### config.mk
export PLATFORM = sky130hd
export DESIGN_NAME = xnor_reduce_sched
export DESIGN_NICKNAME = d
export VERILOG_FILES = /design/src/rtl/xnor_reduce_sched.sv
export SDC_FILE = /design/constraint.sdc
export NUM_CORES = 1
export LEC_CHECK = 0
export ABC_AREA = 0
export BUFFER_PORTS_ARGS = -buffer_cell sky130_fd_sc_hd__buf_2
export CORE_MARGIN = 4
export CORE_UTILIZATION = 49
export CTS_BUF_LIST = sky130_fd_sc_hd__clkbuf_4 sky130_fd_sc_hd__clkbuf_8
export CTS_CLUSTER_DIAMETER = 30
export CTS_CLUSTER_SIZE = 28
export DETAILED_ROUTE_END_ITERATION = 8
export PLACE_DENSITY = 0.82
export SYNTH_ARGS = -nofsm -noshare
export SYNTH_HDL_FRONTEND = slang
export SYNTH_SLANG_ARGS = --single-unit
### constraint.sdc
create_clock -name clk -period 5.3 [get_ports clk]
set_input_delay 0.53 -clock clk [delete_from_list [all_inputs] [get_ports clk]]
set_output_delay 0.53 -clock clk [all_outputs]
set_load 0.005 [all_outputs]
### src/rtl/xnor_reduce_sched.sv
`default_nettype none
// =============================================================================
// xnor_reduce_sched : shared multi-cycle XNOR-reduction engine, round-robin
// arbitrated. Optional macro XNOR_REDUCE_SCHED_CNT_EN adds rsp_cnt. Rev 1.0
// =============================================================================
module xnor_reduce_sched #(
   parameter  int NREQ  = 2,
   parameter  int CHUNK = 32,
   localparam int IDW   = (NREQ > 1) ? $clog2(NREQ) : 1
) (
   input  logic                clk,
   input  logic                rst_n,
   input  logic [NREQ-1:0]     req_valid,
   output logic [NREQ-1:0]     req_ready,
   input  logic [NREQ*128-1:0] req_data,
   input  logic [NREQ*8-1:0]   req_len,
   output logic                rsp_valid,
   input  logic                rsp_ready,
   output logic [IDW-1:0]      rsp_id,
   output logic                rsp_out,
   output logic                rsp_err,
   output logic                busy
`ifdef XNOR_REDUCE_SCHED_CNT_EN
   ,
   output logic [NREQ*16-1:0]  rsp_cnt
`endif
);

   localparam int c_NCH_MAX = 128 / CHUNK;
   localparam int c_SH      = $clog2(CHUNK);

   typedef enum logic [1:0] {
      IDLE = 2'd0,
      RUN  = 2'd1,
      RESP = 2'd2
   } state_t;

   state_t           r_state;
   state_t           w_state_nxt;
   logic [IDW-1:0]   r_ptr;
   logic [IDW-1:0]   r_id;
   logic [127:0]     r_data;
   logic [7:0]       r_len;
   logic [4:0]       r_idx;
   logic [4:0]       r_nch;
   logic             r_acc;
   logic             r_bad;
   logic             r_out;
   logic             r_err;

   logic             w_gnt_any;
   logic [IDW-1:0]   w_gnt_id;
   logic             w_accept;
   logic [127:0]     w_sel_data;
   logic [7:0]       w_sel_len;
   logic             w_bad;
   logic [8:0]       w_sum;
   logic [4:0]       w_nch;
   logic [CHUNK-1:0] w_chunk;
   logic [CHUNK-1:0] w_bits;
   logic [8:0]       w_base;
   logic             w_par;
   logic             w_last;

   // Round-robin search: first pass from the pointer upward, second pass wraps
   always_comb begin
      w_gnt_any = 1'b0;
      w_gnt_id  = '0;
      for (int i = 0; i < NREQ; i++) begin
         if (!w_gnt_any && req_valid[i] && (i >= int'(r_ptr))) begin
            w_gnt_any = 1'b1;
            w_gnt_id  = IDW'(i);
         end
      end
      for (int i = 0; i < NREQ; i++) begin
         if (!w_gnt_any && req_valid[i]) begin
            w_gnt_any = 1'b1;
            w_gnt_id  = IDW'(i);
         end
      end
   end

   always_comb begin
      req_ready  = '0;
      w_sel_data = '0;
      w_sel_len  = '0;
      for (int i = 0; i < NREQ; i++) begin
         if (w_gnt_id == IDW'(i)) begin
            req_ready[i] = rst_n && (r_state == IDLE) && w_gnt_any;
            w_sel_data   = req_data[i*128 +: 128];
            w_sel_len    = req_len[i*8 +: 8];
         end
      end
   end

   assign w_accept = |(req_valid & req_ready);
   assign w_bad    = (w_sel_len == 8'd0) || (w_sel_len > 8'd128);
   assign w_sum    = {1'b0, w_sel_len} + 9'(CHUNK - 1);
   assign w_nch    = 5'(w_sum >> c_SH);

   // Chunk select and length mask: only bit positions below len contribute
   always_comb begin
      w_chunk = '0;
      w_base  = '0;
      w_bits  = '0;
      for (int c = 0; c < c_NCH_MAX; c++) begin
         if (r_idx == 5'(c)) begin
            w_chunk = r_data[c*CHUNK +: CHUNK];
            w_base  = 9'(c * CHUNK);
         end
      end
      for (int j = 0; j < CHUNK; j++) begin
         w_bits[j] = w_chunk[j] & ((w_base + 9'(j)) < {1'b0, r_len});
      end
      w_par = ^w_bits;
   end

   assign w_last = (r_idx == (r_nch - 5'd1));

   always_ff @(posedge clk or negedge rst_n) begin
      if (!rst_n) begin
         r_state <= IDLE;
      end else begin
         r_state <= w_state_nxt;
      end
   end

   always_comb begin
      w_state_nxt = r_state;
      rsp_valid   = 1'b0;
      busy        = 1'b1;
      case (r_state)
         IDLE: begin
            busy = 1'b0;
            if (w_accept) w_state_nxt = RUN;
         end
         RUN: begin
            if (w_last) w_state_nxt = RESP;
         end
         RESP: begin
            rsp_valid = 1'b1;
            if (rsp_ready) w_state_nxt = IDLE;
         end
         default: begin
            w_state_nxt = IDLE;
         end
      endcase
   end

   // Illegal lengths take one RUN cycle so their response latency matches len=1
   always_ff @(posedge clk or negedge rst_n) begin
      if (!rst_n) begin
         r_ptr  <= '0;
         r_id   <= '0;
         r_data <= '0;
         r_len  <= '0;
         r_idx  <= '0;
         r_nch  <= '0;
         r_acc  <= 1'b0;
         r_bad  <= 1'b0;
         r_out  <= 1'b0;
         r_err  <= 1'b0;
      end else begin
         case (r_state)
            IDLE: begin
               if (w_accept) begin
                  r_data <= w_sel_data;
                  r_len  <= w_sel_len;
                  r_id   <= w_gnt_id;
                  r_acc  <= 1'b0;
                  r_idx  <= '0;
                  r_bad  <= w_bad;
                  r_nch  <= w_bad ? 5'd1 : w_nch;
               end
            end
            RUN: begin
               r_acc <= r_acc ^ w_par;
               r_idx <= r_idx + 5'd1;
               if (w_last) begin
                  r_out <= r_bad ? 1'b0 : ~(r_acc ^ w_par);
                  r_err <= r_bad;
               end
            end
            RESP: begin
               if (rsp_ready) r_ptr <= IDW'((int'(r_id) + 1) % NREQ);
            end
            default: begin
               r_idx <= '0;
            end
         endcase
      end
   end

   assign rsp_id  = r_id;
   assign rsp_out = r_out;
   assign rsp_err = r_err;

`ifdef XNOR_REDUCE_SCHED_CNT_EN
   generate
      for (genvar g = 0; g < NREQ; g++) begin : g_cnt
         logic [15:0] r_cnt;
         always_ff @(posedge clk or negedge rst_n) begin
            if (!rst_n) begin
               r_cnt <= '0;
            end else if (rsp_valid && rsp_ready && (r_id == IDW'(g)) &&
                         (r_cnt != 16'hFFFF)) begin
               r_cnt <= r_cnt + 16'd1;
            end
         end
         assign rsp_cnt[g*16 +: 16] = r_cnt;
      end
   endgenerate
`endif

endmodule
`default_nettype wire

==> metrics.md, run 1 <==
| Metric | Value |
|---|---|
| Rows | 48 |
| Insertion delay to the later sink of the worst-skew pair | approximately 0.47 ns |
| Library cells used by synthesis | between 50 and 60 |
| R2r worst-path depth | 16 |
| P_leak | 5.60 nW |
| Share of layout cells above drive strength 1 | 0.286 |
| Area of the core | 0.0174 mm2 |
| Finished Cell Area | roughly 0.011 mm2 |
| Post-synth EDFFs | 0 |
| Flop pwr share | 0.291 |
| Worst slew margin | 0.328 |
| Total track usage | 0.258 |
| Clk network pwr share | 0.133 |
| Peak supply drop | 0.633 mV |
| CP Capture Type | flop |
| P&R area growth vs syn | 23.1% |
| FF+latch count, synth | 153 |
| Fin util | 0.619 |
| Final Hold Viols | 0 |
| Final net count | 1467 |
| Hold Slack | 0.0604 ns |
| Starting DRT DRC Count | 595 |
| Count of buffers from port buffering | 283 |
| Boundary Pins | 284 |
| RSZ-0062 raised after global routing | false |
| P_int | about 4.3 mW |
| Synth warnings | 0 |
| Sequential share of the synthesized area | 0.439 |
| Total CTS buffers | 17 |
| Grt ovf | 0 |
| Logic pwr share | 0.576 |
| Cell with the most instances after synthesis | nand2_1 |
| Drt total wl | 25800 um |
| First-pass GRT wire length | between 40000 and 50000 um |
| Switching share of total power | 0.418 |
| Die Wd | ~140 um |
| CP required | 5.65 ns |
| Total die area | 0.0200 mm2 |
| DR vias | between 7000 and 8000 |
| Maxcap violations | 0 |
| Largest net degree at the start of global routing | ~140 |
| Setup bufs post-CTS | 0 |
| Clk buf depth | 2 |
| Syn nets | 1224 |
| Worst Skew | 0.0140 ns |
| PwrDens | 693 mW/mm2 |
| Status | complete, no violations |
| Worst-Margin Slew | 1.01 ns |
| CP Max Fanout | 9 |
| Final setup vio count | 0 |
| Synth area leaders | dfrtp_1, mux2i_1, o21ai_0, nand2_1, clkbuf_1 |
| Number of global-route vias before repair | 7611 |
| Drt pass-1 iters | 5 |
| Die height | 141 um |
| Post-synth top area share | 0.439 |
| Synth Instances | 939 |
| Top_reg_cell synth | dfrtp_1 |
| Synth top cells by count | nand2_1, dfrtp_1, o21ai_0 |
| P_sw | 3.11 mW |
| H-tree levels | 4 |
| Final Critical Period | 4.68 ns |
| Via density | 5.52 |
| CTS tree | yes |
| Hold Path Class | primary input to async pin |
| Setup tns final | 0 ns |
| Max Clk Rate | 0.214 GHz |
| ANT cells | 0 |
| Root Buffer | clkbuf_8 |
| Initial Util | 0.503 |
| Tot Pwr | 7.44 mW |
| Clock sink count | 153 |
| Reg clk slew, reported paths | 0.09 ns |
| Post-detail-place hpwl | 19700 um |
| Hold bufs inserted after CTS | 0 |
| WP data arrival | 5.03 ns |
| Initial antenna violation count | 0 |
| Dpl cell area | slightly above 0.01 mm2 |
| Mapped Area | 0.00872 mm2 |
| DRT antenna net count | 0 |
| Syn_area_per_cell | 9.29 um2 |
| Area of the multi-input gates | 0.00457 mm2 |
| GP Congestion | 0.905 |
| Pins Over Slew Limit | 0 |
| DR WL/cell | approximately 18 um |
| CP Launch Type | flop |
| Critical path class | flop to flop |
| Register Area | 0.00383 mm2 |
| Post-synth top area cell | dfrtp_1 |
| Filler Cells Inserted | approximately 1500 |
| Tcrit/Tclk final | 0.883 |
| Residual DRC | 0 |
| Async SR Flop Fraction | 1.00 |
| Resized cells post-CTS | 0 |
worst max-delay path, cell delays in order, from the launching register on:
cell	delay [ns]
dfrtp_1	0.48
inv_1	0.10
ha_1	0.21
or2_2	0.38
nand2_1	0.17
clkinv_1	0.10
ha_1	0.38
nand4b_1	0.28
nor4_1	0.39
nor4_2	0.10
xnor2_1	0.17
a2111oi_2	0.41
xnor2_1	0.17
xnor3_1	0.41
xnor3_1	0.20
xor3_1	0.41
a21o_1	0.19
final timing paths:
| kind | startpoint | slack [ns] | end |
|---|---|---|---|
| max | r_idx[0] | 0.62 | r_acc |
| min | rst_n | 0.06 | r_data[70] |
| max reg2reg | r_idx[0] | 0.62 | r_acc |
| min reg2reg | r_data[12] | 0.48 | r_data[12] |
| max in group asynchronous | rst_n | 3.77 | r_data[56] |
| min in group clk | rsp_ready | 0.28 | r_state[1] |
stage by stage:
| step | setup slack, ns | instances |
|---|---|---|
| after floorplan | 0.576 | 939 |
| after global placement | 0.760 | 1388 |
| after detailed placement | 0.667 | 1388 |
| after CTS | 0.630 | 1418 |
| after global routing | 0.375 | 1418 |
| final | 0.619 | 1418 |
cells in the final DEF, fill, tap and decap left out, types with 3 or more instances in the layout:
| master | Yosys | layout |
|---|---|---|
| xor2_1 | 10 | 10 |
| buf_2 | 7 | 282 |
| nand2b_1 | 6 | 6 |
| o2bb2ai_1 | 3 | 3 |
| bufinv_16 | 0 | 4 |
| inv_1 | 12 | 12 |
| dfrtp_1 | 153 | 153 |
| o22ai_1 | 13 | 13 |
| o221ai_1 | 6 | 6 |
| nand3b_1 | 4 | 4 |
| ha_1 | 8 | 8 |
| o32ai_1 | 6 | 6 |
| mux2i_1 | 136 | 136 |
| a21oi_1 | 9 | 9 |
| nand3_1 | 15 | 15 |
| nor2b_1 | 5 | 5 |
| o31ai_1 | 3 | 3 |
| a221o_1 | 4 | 4 |
| a21o_1 | 3 | 3 |
| xnor2_1 | 26 | 26 |
| a221oi_1 | 23 | 23 |
| nor3_1 | 23 | 23 |
| nor4_1 | 10 | 10 |
| a31oi_1 | 6 | 6 |
| nand2_1 | 159 | 159 |
| nor2_1 | 29 | 29 |
| clkbuf_8 | 0 | 20 |
| buf_4 | 0 | 14 |
| o21ai_0 | 151 | 151 |
| a211oi_1 | 6 | 6 |
power groups by stage:
stage | sequential [mW] | combinational, mW | clock [mW]
floorplan | 1.96 | 3.48 | 0
global placement | 2.17 | 4.20 | 0
detailed placement | 2.18 | 4.26 | 0
CTS | 2.16 | 4.28 | 1.00
global route | 2.23 | 4.63 | 1.05
finish | 2.16 | 4.28 | 0.990
layout make-up:
| type | instances | area share |
|---|---|---|
| Inverter | 13 | 0.00454 |
| Clock inverter | 10 | 0.0155 |
| Tap cell | 225 | 0.0262 |
| Clock buffer | 20 | 0.0256 |
| Sequential cell | 153 | 0.357 |
| Timing Repair Buffer | 299 | 0.146 |
| Multi-Input combinational cell | 698 | 0.425 |
sequential cells by signal, summed over array words and instances, names as in the netlist:
signal	flops
r_acc	1
r_bad	1
r_data	128
r_idx	5
r_len	8
r_nch	4
r_ptr	1
r_state	2
rsp_err	1
rsp_id	1
rsp_out	1
cells by family after synthesis:
family	Yosys count	share of synthesized area
fa+ha+maj	8	0.0115
flops	153	0.439
mux	138	0.159
xor+xnor	39	0.0440
compound gates	244	0.170
buf+inv	88	0.0397
simple gates	269	0.137
metal layers:
metal	global-route usage	wire length, um	share of wire	vias up
li1	-	-	-	3849
met1	0.365	11300	0.44	3658
met2	0.410	12100	0.47	293
met3	0.0519	1950	0.075	25
met4	0.0667	411	0.016	0
met5	0	0	0	-
No activity file was read; power rests on OpenSTA's default activity.
==> run 2, diff against run 1 <==
Settings changed: CELL_PAD_IN_SITES_DETAIL_PLACEMENT set to 2, CELL_PAD_IN_SITES_GLOBAL_PLACEMENT set to 2, CORE_UTILIZATION 49 to 31, PLACE_DENSITY 0.82 to 0.87.
==> metrics.md, run 2 (same netlist as run 1, synthesis figures left out) <==
| Metric | Value |
|---|---|
| Setup tns final | 0 ns |
| P&R area growth vs syn | 24.8% |
| CP Capture Type | flop |
| Final net count | 1465 |
| Biggest regs | r_data x128, r_len x8, r_idx x5 |
| Starting DRT DRC Count | between 300 and 400 |
| Die height | 176 um |
| Root Buffer | clkbuf_8 |
| CP Launch Type | flop |
| DRT antenna net count | 0 |
| Maxcap violations | 0 |
| CP Max Fanout | 10 |
| Hold bufs inserted after CTS | 0 |
| P_leak | between 5 and 6 nW |
| H-tree levels | 4 |
| Clk buf depth | 2 |
| Most frequent cells in the layout | buf_2, nand2_1, dfrtp_1 |
| Number of global-route vias before repair | 8961 |
| DR WL/cell | 20.9 um |
| RSZ-0062 raised after global routing | false |
| Initial antenna violation count | 3 |
| CP required | 5.67 ns |
| Reg clk slew, reported paths | 0.10 ns |
| Count of buffers from port buffering | about 280 |
| Hold Path Class | primary input to async pin |
| Worst Skew | between 0.01 and 0.015 ns |
| R2r worst-path depth | 15 |
| Filler Cells Inserted | 3220 |
| DR vias | 8157 |
| Tcrit/Tclk final | 0.900 |
| Worst-Margin Slew | between 1 and 1.5 ns |
| Total die area | ~0.031 mm2 |
| Commonest non-fill, non-tap cell in the layout | buf_2 |
| Drt pass-1 iters | 4 |
| Grt ovf | 0 |
| Hold Slack | 0.106 ns |
| Die Wd | 176 um |
| Final Critical Period | 4.77 ns |
| Critical path class | flop to flop |
| Share of layout cells above drive strength 1 | 0.287 |
| Status | complete, no violations |
| Total track usage | 0.212 |
| Rows | 61 |
| Final Hold Viols | 0 |
| Area of the core | around 0.028 mm2 |
| Boundary Pins | ~280 |
| Residual DRC | 0 |
| WP data arrival | 5.14 ns |
| Pins Over Slew Limit | 0 |
| PwrDens | around 700 mW/mm2 |
| Max Clk Rate | 0.210 GHz |
| Drt total wl | between 30000 and 40000 um |
| Insertion delay to the later sink of the worst-skew pair | 0.47 ns |
| First-pass GRT wire length | 51000 um |
| Final setup vio count | 0 |
| Largest Register | r_data |
| Largest register FFs | 128 |
| Worst slew margin | 0.292 |
| Tot Pwr | ~7.6 mW |
| Post-detail-place hpwl | 25300 um |
| Initial Util | 0.314 |
| Largest net degree at the start of global routing | 142 |
| Total CTS buffers | 17 |
| Peak supply drop | ~0.77 mV |
| Clock sink count | 153 |
| CTS tree | yes |
| Via density | between 5 and 6 |
| GP Congestion | 0.886 |
## run 2: cell type report
cell class | instances | area (um2) | area share
clock buffer | 17 | 234 | 0.0215
antenna | 1 | 2.50 | 0.000230
multi-input combinational | 698 | 4570 | 0.420
tap | 378 | 473 | 0.0435
clock inverter | 15 | 183 | 0.0168
timing repair buffer | 297 | 1540 | 0.142
inverter | 13 | 48.8 | 0.00448
sequential | 153 | 3830 | 0.352
## run 2: worst paths after layout
check | from | endpoint | slack, ns
setup / recovery | r_idx[0] | rsp_out | 0.53
hold / removal | rst_n | r_data[0] | 0.11
setup reg to reg | r_idx[0] | rsp_out | 0.53
hold reg to reg | r_data[3] | r_data[3] | 0.49
max in group asynchronous | rst_n | r_data[84] | 3.80
min in group clk | rsp_ready | r_state[1] | 0.27
## run 2: where the power goes
group / total, mW / switching [mW] / internal [mW] / leakage [nW]
registers: 2.20 / 0.488 / 1.71 / 1.92
clock network: 0.960 / 0.521 / 0.440 / 0.209
logic: 4.43 / 2.40 / 2.03 / 3.45
total: 7.59 / 3.40 / 4.18 / 5.57
## run 2: metal layers
layer | GRT usage | vias up | wire (um)
met5 | 0 | - | 27
met4 | 0.0500 | 4 | 495
li1 | - | 3849 | -
met3 | 0.0486 | 32 | 1890
met2 | 0.354 | 232 | 15900
met1 | 0.279 | 4040 | 14600
## run 2: metrics by stage
stage,util,instance area [um2],cells,worst slack [ns]
after floorplan,-,8720,939,0.576
final,0.392,10900,1572,0.531
after detailed placement,0.376,10500,1539,0.369
after CTS,0.391,10900,1571,0.295
after global routing,0.392,10900,1572,0.134
after global placement,0.376,10500,1539,0.515
## run 2: worst max-delay path: stages, from the launching register on
cell and delay (ns):
dfrtp_1 0.48, ha_1 0.35, or2_2 0.40, nand2_1 0.17, clkinv_1 0.12, ha_1 0.38
nand3b_1 0.35, nor3_2 0.46, nor3b_1 0.25, nor3_1 0.10, xnor2_1 0.15, a211oi_1 0.27
xnor2_1 0.17, xnor3_1 0.37, xor3_1 0.42, o31ai_2 0.22
## run 2: repair_timing
item | CTS | global route
endpoints found under the setup margin | 0 | 2
buffers inserted | 0 | 0
gates resized for setup | 0 | 1
==> run 3, diff against run 2 <==
Settings changed: CORE_ASPECT_RATIO set to 1.1.
==> metrics.md, run 3 (same netlist as run 1, synthesis figures left out) <==
| Metric | Value |
|---|---|
| H-tree levels | 4 |
| Logic pwr share | 0.587 |
| Worst-Margin Slew | 1.08 ns |
| Worst Skew | 0.0122 ns |
| Total die area | 0.0309 mm2 |
| Starting DRT DRC Count | between 400 and 500 |
| Largest register FFs | between 100 and 150 |
| RSZ-0062 raised after global routing | false |
| GRT busiest layer | met2 |
| CP Launch Type | flop |
| Drt total wl | about 33000 um |
| Reg clk slew, reported paths | 0.10 ns |
| Met2 GRT Util | 0.368 |
| P_int | 4.13 mW |
| CP required | 5.66 ns |
| R2r setup slk | 0.41 ns |
| Total track usage | 0.209 |
| CTS tree | yes |
| Final cell count without fillers | 1558 |
| Number of global-route vias before repair | 9084 |
| Final setup vio count | 0 |
| Reg2reg end | r_acc |
| Area of the multi-input gates | 0.00457 mm2 |
| Die height | 184 um |
| First-pass GRT wire length | 50800 um |
| Maxcap violations | 0 |
| Insertion delay to the later sink of the worst-skew pair | ~0.47 ns |
| Worst slew margin | 0.279 |
| Biggest regs | r_data x128, r_len x8, r_idx x5 |
| Pins Over Slew Limit | 0 |
| M3 GR Usage | 0.0383 |
| CP Max Fanout | 10 |
| Reg2Reg Launch Point | r_idx[0] |
| Hold Path Class | primary input to async pin |
| Root Buffer | clkbuf_8 |
| Max Clk Rate | 0.204 GHz |
| Flop pwr share | 0.292 |
| Clk buf depth | 2 |
| Hold bufs inserted after CTS | 0 |
| P&R area growth vs syn | 24.4% |
| Residual DRC | 0 |
| Rows | 64 |
| Setup tns final | 0 ns |
| P_leak | 5.57 nW |
| Tcrit/Tclk final | 0.923 |
| Area of the core | 0.0278 mm2 |
| Initial antenna violation count | 1 |
| CP Capture Type | flop |
| Most frequent cells in the layout | buf_2, nand2_1, dfrtp_1 |
| Critical path class | flop to flop |
| Post-detail-place hpwl | 25700 um |
| DR vias | 8234 |
| Largest Register | r_data |
| GP Congestion | 0.895 |
| Total CTS buffers | 17 |
| Drt pass-1 iters | 5 |
| Commonest non-fill, non-tap cell in the layout | buf_2 |
| DRT antenna net count | 0 |
| Count of buffers from port buffering | 283 |
| Boundary Pins | 284 |
| Largest net degree at the start of global routing | 157 |
| Share of layout cells above drive strength 1 | 0.287 |
| Grt ovf | 0 |
| Status | complete, no violations |
| Via density | 5.28 |
| Register Area | 0.00383 mm2 |
| DR WL/cell | 21.1 um |
| Final Critical Period | 4.89 ns |
| Resized cells post-CTS | 0 |
| WP data arrival | 5.25 ns |
| Final net count | 1466 |
| Initial Util | 0.314 |
| PwrDens | 694 mW/mm2 |
| R2r worst-path depth | 15 |
| Switching share of total power | 0.452 |
| GRT met1 Usage | 0.269 |
| Setup bufs post-CTS | 0 |
| Cells after DPL | approximately 1500 |
| Clock sink count | 153 |
| P_sw | 3.41 mW |
| Die Wd | 168 um |
| Clk network pwr share | 0.121 |
| Final Hold Viols | 0 |
| Peak supply drop | 0.724 mV |
| Filler Cells Inserted | 3169 |
[run 3: power groups by stage]
stage	logic (mW)	registers [mW]	clock network [mW]
floorplan	3.48	1.96	0
global placement	4.19	2.18	0
detailed placement	4.38	2.21	0
CTS	4.41	2.20	0.931
global route	4.81	2.26	0.980
finish	4.42	2.20	0.908
[run 3: critical path, cell delays in order (launching register included)]
cell	delay, ns
dfrtp_1	0.47
ha_1	0.35
or2_2	0.41
nand2_1	0.18
clkinv_1	0.12
ha_1	0.39
nand4b_1	0.32
nor4_1	0.39
nor4_2	0.11
xnor2_1	0.17
a2111oi_2	0.42
xnor2_1	0.18
xnor3_1	0.42
xnor3_1	0.22
xor3_1	0.42
a21o_1	0.20
[run 3: worst max-delay path by stage]
stage	start	to	slack (ns)	cells after the start
6_report	r_idx[0]	r_acc	0.41	15
3_5_place_dp	r_idx[0]	r_acc	0.29	15
4_1_cts	r_idx[0]	r_acc	0.24	15
3_3_place_gp	r_idx[0]	r_acc	0.53	15
2_1_floorplan	r_idx[0]	r_acc	0.58	18
5_1_grt	r_idx[0]	r_acc	0.16	15
[run 3: per-layer routing]
metal | share of wire | wire length (um) | vias to the layer above
met4 | 0.0098 | 323 | 0
met5 | 0 | 0 | -
li1 | - | - | 3853
met3 | 0.052 | 1720 | 19
met1 | 0.43 | 14200 | 4118
met2 | 0.51 | 16700 | 244
[run 3: final cells by class]
class	instances	share of cell area
timing repair buffer	298	0.144
antenna	1	0.000231
multi-input combinational	698	0.421
sequential	153	0.353
tap	363	0.0418
inverter	13	0.00450
clock inverter	15	0.0142
clock buffer	17	0.0216
[run 3: through the flow]
stage / hold slack (ns) / worst slack (ns) / utilization / total power [mW] / cell area, um2
2_1_floorplan: 0.234 / 0.576 / - / 5.44 / 8720
3_3_place_gp: 0.461 / 0.531 / 0.376 / 6.36 / 10500
3_5_place_dp: 0.470 / 0.289 / 0.376 / 6.59 / 10500
4_1_cts: 0.119 / 0.235 / 0.390 / 7.54 / 10800
5_1_grt: 0.123 / 0.160 / 0.391 / 8.05 / 10900
6_report: 0.0901 / 0.410 / 0.391 / 7.53 / 10900
